<file path="config.mk">
export PLATFORM = sky130hd
export DESIGN_NAME = pipeline_ctrl
export DESIGN_NICKNAME = d
export VERILOG_FILES = /design/src/rtl/pipeline_ctrl.sv
export SDC_FILE = /design/constraint.sdc
export NUM_CORES = 1
export LEC_CHECK = 0
export ABC_AREA = 1
export CAP_MARGIN = 15
export CORE_AREA = 10 10 102 104
export CTS_CLUSTER_DIAMETER = 200
export DETAILED_ROUTE_END_ITERATION = 10
export DIE_AREA = 0 0 112 114
export PLACE_DENSITY_LB_ADDON = 0.3
export SYNTH_ARGS = -nofsm -noshare
export SYNTH_HDL_FRONTEND = slang
export SYNTH_SLANG_ARGS = --single-unit
export TNS_END_PERCENT = 5
</file>
<file path="constraint.sdc">
create_clock -name i_clk -period 2.4 [get_ports i_clk]
set_clock_uncertainty 0.05 [all_clocks]
set_input_delay 0.6 -clock i_clk [delete_from_list [all_inputs] [get_ports i_clk]]
set_output_delay 0.6 -clock i_clk [all_outputs]
set_load 0.02 [all_outputs]
</file>
<file path="src/rtl/pipeline_ctrl.sv">
// pipeline_ctrl: turns hazard/redirect/cache-hit/halt status into pipeline latch enables,
// bubble/flush controls and PC-update controls, with saturating stall/flush counters.
module pipeline_ctrl #(
  parameter int ADDR_W = 32,
  parameter int CNT_W  = 16
) (
  input  logic              i_clk,
  input  logic              i_rst,
  input  logic              i_hazard,
  input  logic              i_branch,
  input  logic              i_jump,
  input  logic [ADDR_W-1:0] i_redir_target,
  input  logic              i_ihit,
  input  logic              i_dhit,
  input  logic              i_mem_dren,
  input  logic              i_mem_dwen,
  input  logic              i_halt_wb,
  output logic              o_pc_en,
  output logic              o_pc_sel,
  output logic [ADDR_W-1:0] o_pc_target,
  output logic              o_if_id_en,
  output logic              o_id_ex_en,
  output logic              o_ex_mem_en,
  output logic              o_mem_wb_en,
  output logic              o_if_id_flush,
  output logic              o_id_ex_flush,
  output logic              o_halt,
  output logic [CNT_W-1:0]  o_stall_cnt,
  output logic [CNT_W-1:0]  o_flush_cnt
);
  typedef enum logic [1:0] {RUN, DWAIT, HALTED} state_t;
  state_t            r_st;
  logic              r_pend;
  logic [ADDR_W-1:0] r_pend_tgt;
  logic [CNT_W-1:0]  r_stall_cnt;
  logic [CNT_W-1:0]  r_flush_cnt;
  logic              w_halted, w_dstall, w_live;
  logic              w_hw, w_ds, w_hz, w_pd, w_br, w_nm;
  assign w_halted = r_st == HALTED;
  assign w_dstall = (i_mem_dren | i_mem_dwen) & ~i_dhit;
  assign w_live   = ~w_halted & ~i_halt_wb & ~w_dstall & ~i_hazard;
  // One-hot selection of the active priority rule for this cycle
  assign w_hw = ~w_halted & i_halt_wb;
  assign w_ds = ~w_halted & ~i_halt_wb & w_dstall;
  assign w_hz = ~w_halted & ~i_halt_wb & ~w_dstall & i_hazard;
  assign w_pd = w_live & r_pend;
  assign w_br = w_live & ~r_pend & (i_branch | i_jump);
  assign w_nm = w_live & ~r_pend & ~(i_branch | i_jump);
  assign o_halt      = w_halted;
  assign o_stall_cnt = r_stall_cnt;
  assign o_flush_cnt = r_flush_cnt;
  always_comb begin
    o_pc_en       = 1'b0;
    o_pc_sel      = 1'b0;
    o_pc_target   = '0;
    o_if_id_en    = 1'b0;
    o_id_ex_en    = 1'b0;
    o_ex_mem_en   = 1'b0;
    o_mem_wb_en   = 1'b0;
    o_if_id_flush = 1'b0;
    o_id_ex_flush = 1'b0;
    if (!i_rst) begin
      o_mem_wb_en   = w_hw | w_hz | w_pd | w_br | w_nm;
      o_ex_mem_en   = w_hz | w_pd | w_br | w_nm;
      o_id_ex_en    = w_hz | w_pd | w_br | w_nm;
      o_id_ex_flush = w_hz;
      o_if_id_en    = w_pd | w_br | w_nm;
      o_if_id_flush = w_pd | w_br | (w_nm & ~i_ihit);
      o_pc_en       = (w_pd | w_br | w_nm) & i_ihit;
      o_pc_sel      = w_pd | (w_br & i_ihit);
      o_pc_target   = w_pd ? r_pend_tgt : w_br ? i_redir_target : '0;
    end
  end
  always_ff @(posedge i_clk) begin
    if (i_rst) begin
      r_st        <= RUN;
      r_pend      <= 1'b0;
      r_pend_tgt  <= '0;
      r_stall_cnt <= '0;
      r_flush_cnt <= '0;
    end else begin
      r_st <= (w_halted | w_hw) ? HALTED : w_ds ? DWAIT : RUN;
      if (w_pd & i_ihit) r_pend <= 1'b0;
      else if (w_br & ~i_ihit) begin
        r_pend     <= 1'b1;
        r_pend_tgt <= i_redir_target;
      end
      if ((w_ds | w_hz) & ~&r_stall_cnt) r_stall_cnt <= r_stall_cnt + CNT_W'(1);
      if ((w_pd | w_br) & i_ihit & ~&r_flush_cnt) r_flush_cnt <= r_flush_cnt + CNT_W'(1);
    end
  end
endmodule
</file>
Word level (Yosys, flattened, before mapping)
Cells that the tools add are included.
{ "totals": {"output_inout_bits": 73, "input_bits": 42, "wordCells": 71, "ff_bits": 67} }
{ "op_classes": {"n_bitwise": 43, "muxes": 12, "eq_ne": 1, "n_addsub": 2, "reduce_logical": 7} }
{ "op_table": {"columns": ["op", "count"], "rows": [
  ["32-bit two-way mux", 3],
  ["16-bit by 1-bit adder with 16-bit output, second input constant", 2],
  ["16-bit AND reduction", 2],
  ["1-bit AND", 19],
  ["1-bit OR", 15],
  ["1-bit NOT", 9],
  ["1-bit two-way mux", 8],
  ["2-bit OR reduction", 2],
  ["2-bit == test, second input constant", 1],
  ["1-bit zero test", 2],
  ["2-bit two-way mux", 1],
  ["2-bit AND reduction", 1]
]} }

Depth between registers and ports, before layout
{ "depth": {"ltp_word": 11, "depth_mapped": 11, "mapped_depth_nobuf": 10} }

Least setup slack after synthesis
OpenSTA, ideal clock, no wires.
{ "synth_timing": {"kind": "input-to-output", "from": "input i_mem_dwen", "to": "output o_pc_sel", "slack_ns": -0.255, "required_time_ns": 1.750, "path_buffers": 0, "stages": 3, "arrival_ns": 2.005, "path_cell_list": "o21bai_2 > nand3_4 > a2111oi_0"} }
{ "synth_via": {"elab_chain_cells": 10, "word_cells_on_any_way": 11, "classes_between": "mux: 1; bitwise: 10"} }
{ "synth_lines": {"columns": ["item", "line_no", "rtl"], "rows": [
  ["start: declaration", "16", "input logic i_mem_dwen,"],
  ["1-bit OR *", "40", "assign w_dstall = (i_mem_dren | i_mem_dwen) & ~i_dhit;"],
  ["1-bit AND *", "40", null],
  ["1-bit NOT *", "41", "assign w_live = ~w_halted & ~i_halt_wb & ~w_dstall & ~i_hazard;"],
  ["1-bit AND * (2 in series)", "41", null],
  ["1-bit AND (2 in series)", "47", "assign w_br = w_live & ~r_pend & (i_branch | i_jump);"],
  ["1-bit AND", "70", "o_pc_sel = w_pd | (w_br & i_ihit);"],
  ["1-bit OR *", "70", null],
  ["1-bit two-way mux *", "62", "if (!i_rst) begin"],
  ["end: declaration", "19", "output logic o_pc_sel,"]
]} }
Mark *: on every way between the ends. The rest lies on a longest branch, timed or not.

Worst setup path after layout
{ "layout_timing": {"from": "input i_mem_dwen", "to": "output o_pc_target[29]"} }
{ "layout_via": {"elab_chain_cells": 10, "word_cells_on_any_way": 11, "classes_between": "mux: 3; bitwise: 8"} }
{ "layout_lines": {"columns": ["item", "line_no", "rtl"], "rows": [
  ["1-bit OR *", "40", null],
  ["1-bit AND *", "40", null],
  ["1-bit NOT *", "41", null],
  ["1-bit AND * (2 in series)", "41", null],
  ["1-bit AND (2 in series)", "47", null],
  ["32-bit two-way mux", "71", "o_pc_target = w_pd ? r_pend_tgt : w_br ? i_redir_target : '0;"],
  ["32-bit two-way mux *", "71", null],
  ["32-bit two-way mux *", "62", null],
  ["end: declaration", "20", "output logic [ADDR_W-1:0] o_pc_target,"]
]} }
Marked as above.

==> impl_results.rst <==
.. list-table::
   :header-rows: 1

   * - Metric
     - Value
   * - TritonRoute pass-1 iters
     - 4
   * - Power per cell area
     - 461.1 nW/um2
   * - Final number of setup-violating endpoints
     - 33
   * - Antenna violations before repair
     - 0
   * - CTS H-tree lvls
     - 3
   * - Worst Min Path Start
     - r_pend_tgt[6]
   * - Vias in the first global route
     - 4067
   * - Number of flops mapped to enable cells by yosys
     - 0
   * - Slew of the pin with the lowest slew margin
     - 0.4647 ns
   * - Startpoint-to-endpoint class of the critical path
     - in -> out
   * - # placed instances
     - between 800 and 900
   * - Req. time, crit path
     - 1.75 ns
   * - CTS tree
     - built
   * - Count of fill cells added during filler insertion
     - 787
   * - Clock buffer count from CTS
     - 9
   * - Most Used Layer, Global Route
     - met2
   * - Synthesis Warnings
     - 0
   * - Setup WS pre-CTS
     - -0.9117 ns
   * - Post-DP HPWL
     - roughly 8 mm
   * - Hold Violations, Final
     - 0
   * - Core Area
     - 8466 um2
   * - Pin count of the biggest net entering global routing
     - 66
   * - Antenna violation net count after detailed routing
     - 0
   * - Cells after synthesis
     - 599
   * - Grt met3 use
     - 6.247%
   * - Wirelength per Cell
     - 13.84 um
   * - Number of diodes
     - 0
   * - Worst Setup Slack, final
     - -0.1487 ns
   * - Post-layout nets
     - 773
   * - Class of the most critical hold timing path
     - reg -> reg
   * - Via density per instance
     - 4.904
   * - Dominant register cell in the synthesized netlist
     - sky130_fd_sc_hd__dfxtp_1
   * - FF-to-FF Start
     - o_flush_cnt[0]
   * - Die area
     - 12770 um2
   * - Boundary Pins
     - ~120
   * - Unrepaired setup endpoints after global routing
     - true
   * - Share of synthesized flip-flops with an asynchronous set or reset
     - 0%
   * - Total congestion overflow after global routing
     - 0
   * - Worst skew pair latency
     - 0.34 ns
   * - Summed negative setup slack over all endpoints
     - -3.058 ns
   * - Height of the chip
     - 114 um
   * - Aggregate global-route resource usage
     - 17.68%
   * - Most frequent cells in the layout
     - 184 x sky130_fd_sc_hd__nand2_1, 72 x sky130_fd_sc_hd__a21oi_1, 68 x sky130_fd_sc_hd__nor2_1
   * - Final-report max-slew violation count
     - 0
   * - Area growth from synthesis to final layout
     - 43.78%
   * - RD Place Congestion
     - 0.8736
   * - Worst setup path start
     - i_mem_dwen
   * - Critical Path AT
     - 1.90 ns
   * - Via count
     - 4124
   * - Port Buffer Count
     - 114
   * - Sum of internal, switching and leakage power
     - 2495 uW
   * - Share of post-route cells with drive strength above 1
     - 16.23%
   * - Count of maximum capacitance violations
     - 0
   * - Number of standard cells in the final layout excluding fillers
     - 841
   * - Post-synthesis sequential element count
     - 67
   * - Max_slew headroom
     - between 60 and 70%
   * - Crit Path Max Fanout
     - 8
   * - Final critical-path required period
     - between 2 and 3 ns
   * - Starting utilization of the core area
     - 44.46%
   * - Netlist cell types
     - 28
   * - Register area share after synthesis
     - 35.64%
   * - Max clock buf depth
     - 2
   * - Synthesized Nets
     - 643
   * - Violations in the final reports
     - setup timing
   * - Clock root buffer
     - sky130_fd_sc_hd__clkbuf_8
   * - Number of DRC violations after detailed-routing iteration 0
     - around 150
   * - Row count
     - 34
   * - Reported leakage power
     - 0.002113 uW
   * - Die Wd
     - 112 um
   * - Worst hold slack
     - approximately 0.40 ns
   * - Fraction of met2 tracks used by global routing
     - around a third
   * - First-pass GRT wire length
     - between 15 and 20 mm
   * - Average cell area after synthesis
     - 6.283 um2
   * - Fmax
     - 392.4 MHz
   * - Post-route fraction of the period consumed by the critical path
     - 106.2%
   * - Count of hold-fix buffers inserted at cts
     - 0
   * - Clk sinks
     - 67
   * - Post-synthesis instance area
     - 3764 um2
   * - Run status
     - finished, violations left
   * - Post-Route WL
     - 11.64 mm
   * - Maximum ir drop on the vdd rail
     - 0.0003443 V
   * - Startpoint Class
     - input port
   * - Leading cell type in the layout, fill and taps excluded
     - sky130_fd_sc_hd__nand2_1
   * - DRC errors left
     - 0
   * - Clock transition time at the flip-flop clock pins of the worst setup and hold paths
     - around 0.07 ns
   * - Global-route track usage on met1
     - a little under a fifth
   * - Critical path endpoint category
     - output port
-- what timing repair did --
action	in CTS	in global routing
pin swaps	3	4
endpoints found under the setup margin	40	38
cloned	3	0
hold endpoints to repair	0	0
gates resized for setup	223	13
setup buffers	3	1
-- path summary, 6_finish.rpt --
path	end	slack, ns	depth (start not counted)
max	o_pc_target[29]	-0.15	10
min	r_pend_tgt[6]	0.40	2
max reg2reg	o_flush_cnt[3]	0.57	9
min reg2reg	r_pend_tgt[6]	0.40	2
-- through the flow --
step           utilization (%)  cell area (um2)
2_1_floorplan                -             3765
3_3_place_gp             60.69             5137
3_5_place_dp             60.69             5137
4_1_cts                  63.85             5405
5_1_grt                  63.92             5411
6_report                 63.92             5411
-- cell families (layout without fill, tap and decap cells) --
family | Yosys count | after routing | synth area share [%]
compound gates | 124 | 124 | 17.12
flops | 67 | 67 | 35.64
fa+ha+maj | 2 | 2 | 0.6648
xor+xnor | 18 | 18 | 4.189
buf+inv | 98 | 232 | 10.90
simple gates | 290 | 290 | 31.48
-- routing by layer --
layer	vias to the layer above	routed length [um]	part of all wire (%)
met4	0	157	1.3
met2	94	5827	50
met5	-	0	0
met1	1870	4778	41
li1	2144	-	-
met3	16	873	7.5
-- synthesized netlist by cell type (2+ instances only) --
| master | instances | area, um2 |
|---|---|---|
| sky130_fd_sc_hd__nand4_1 | 8 | 50.05 |
| sky130_fd_sc_hd__buf_2 | 13 | 65.06 |
| sky130_fd_sc_hd__ha_1 | 2 | 25.02 |
| sky130_fd_sc_hd__nor2_1 | 70 | 262.8 |
| sky130_fd_sc_hd__inv_1 | 68 | 255.2 |
| sky130_fd_sc_hd__xor2_1 | 10 | 87.58 |
| sky130_fd_sc_hd__nand3_1 | 13 | 65.06 |
| sky130_fd_sc_hd__nor3_1 | 4 | 20.02 |
| sky130_fd_sc_hd__o21ai_0 | 39 | 195.2 |
| sky130_fd_sc_hd__nor2_2 | 5 | 31.28 |
| sky130_fd_sc_hd__buf_6 | 3 | 33.78 |
| sky130_fd_sc_hd__a21oi_1 | 80 | 400.4 |
| sky130_fd_sc_hd__nand2_1 | 185 | 694.4 |
| sky130_fd_sc_hd__dfxtp_1 | 67 | 1341 |
| sky130_fd_sc_hd__xnor2_1 | 8 | 70.07 |
| sky130_fd_sc_hd__clkbuf_1 | 12 | 45.04 |
-- power by group --
group | switching (uW) | total [uW] | internal, uW
Clock | 420 | 951 | 531
Sequential | 27.3 | 1170 | 1140
Combinational | 196 | 374 | 178
-- worst max-delay path, cell delays in order --
cell and delay [ns]:
sky130_fd_sc_hd__buf_2 0.12, sky130_fd_sc_hd__o21bai_4 0.15, sky130_fd_sc_hd__nand3_4 0.12, sky130_fd_sc_hd__nor3_4 0.21, sky130_fd_sc_hd__buf_6 0.15, sky130_fd_sc_hd__buf_16 0.12, sky130_fd_sc_hd__buf_6 0.09, sky130_fd_sc_hd__nand2_2 0.04
sky130_fd_sc_hd__a21oi_2 0.15, sky130_fd_sc_hd__buf_6 0.14
-- flip-flops by register name, summed over array words and instances (netlist names) --
name and flops:
r_pend 1, r_st 2, r_pend_tgt 32, o_flush_cnt 16, o_stall_cnt 16
-- area by class of cell --
| type | instances | area, um2 | share of cell area [%] |
|---|---|---|---|
| tap | 108 | 135.1 | 2.497 |
| clock inverter | 2 | 35.03 | 0.6474 |
| clock buffer | 13 | 158.9 | 2.936 |
| inverter | 69 | 259.0 | 4.786 |
| multi-input combinational | 434 | 2073 | 38.31 |
| timing repair buffer | 148 | 1408 | 26.01 |
| sequential | 67 | 1343 | 24.81 |
Note: power is estimated with default switching activity, not from simulation.
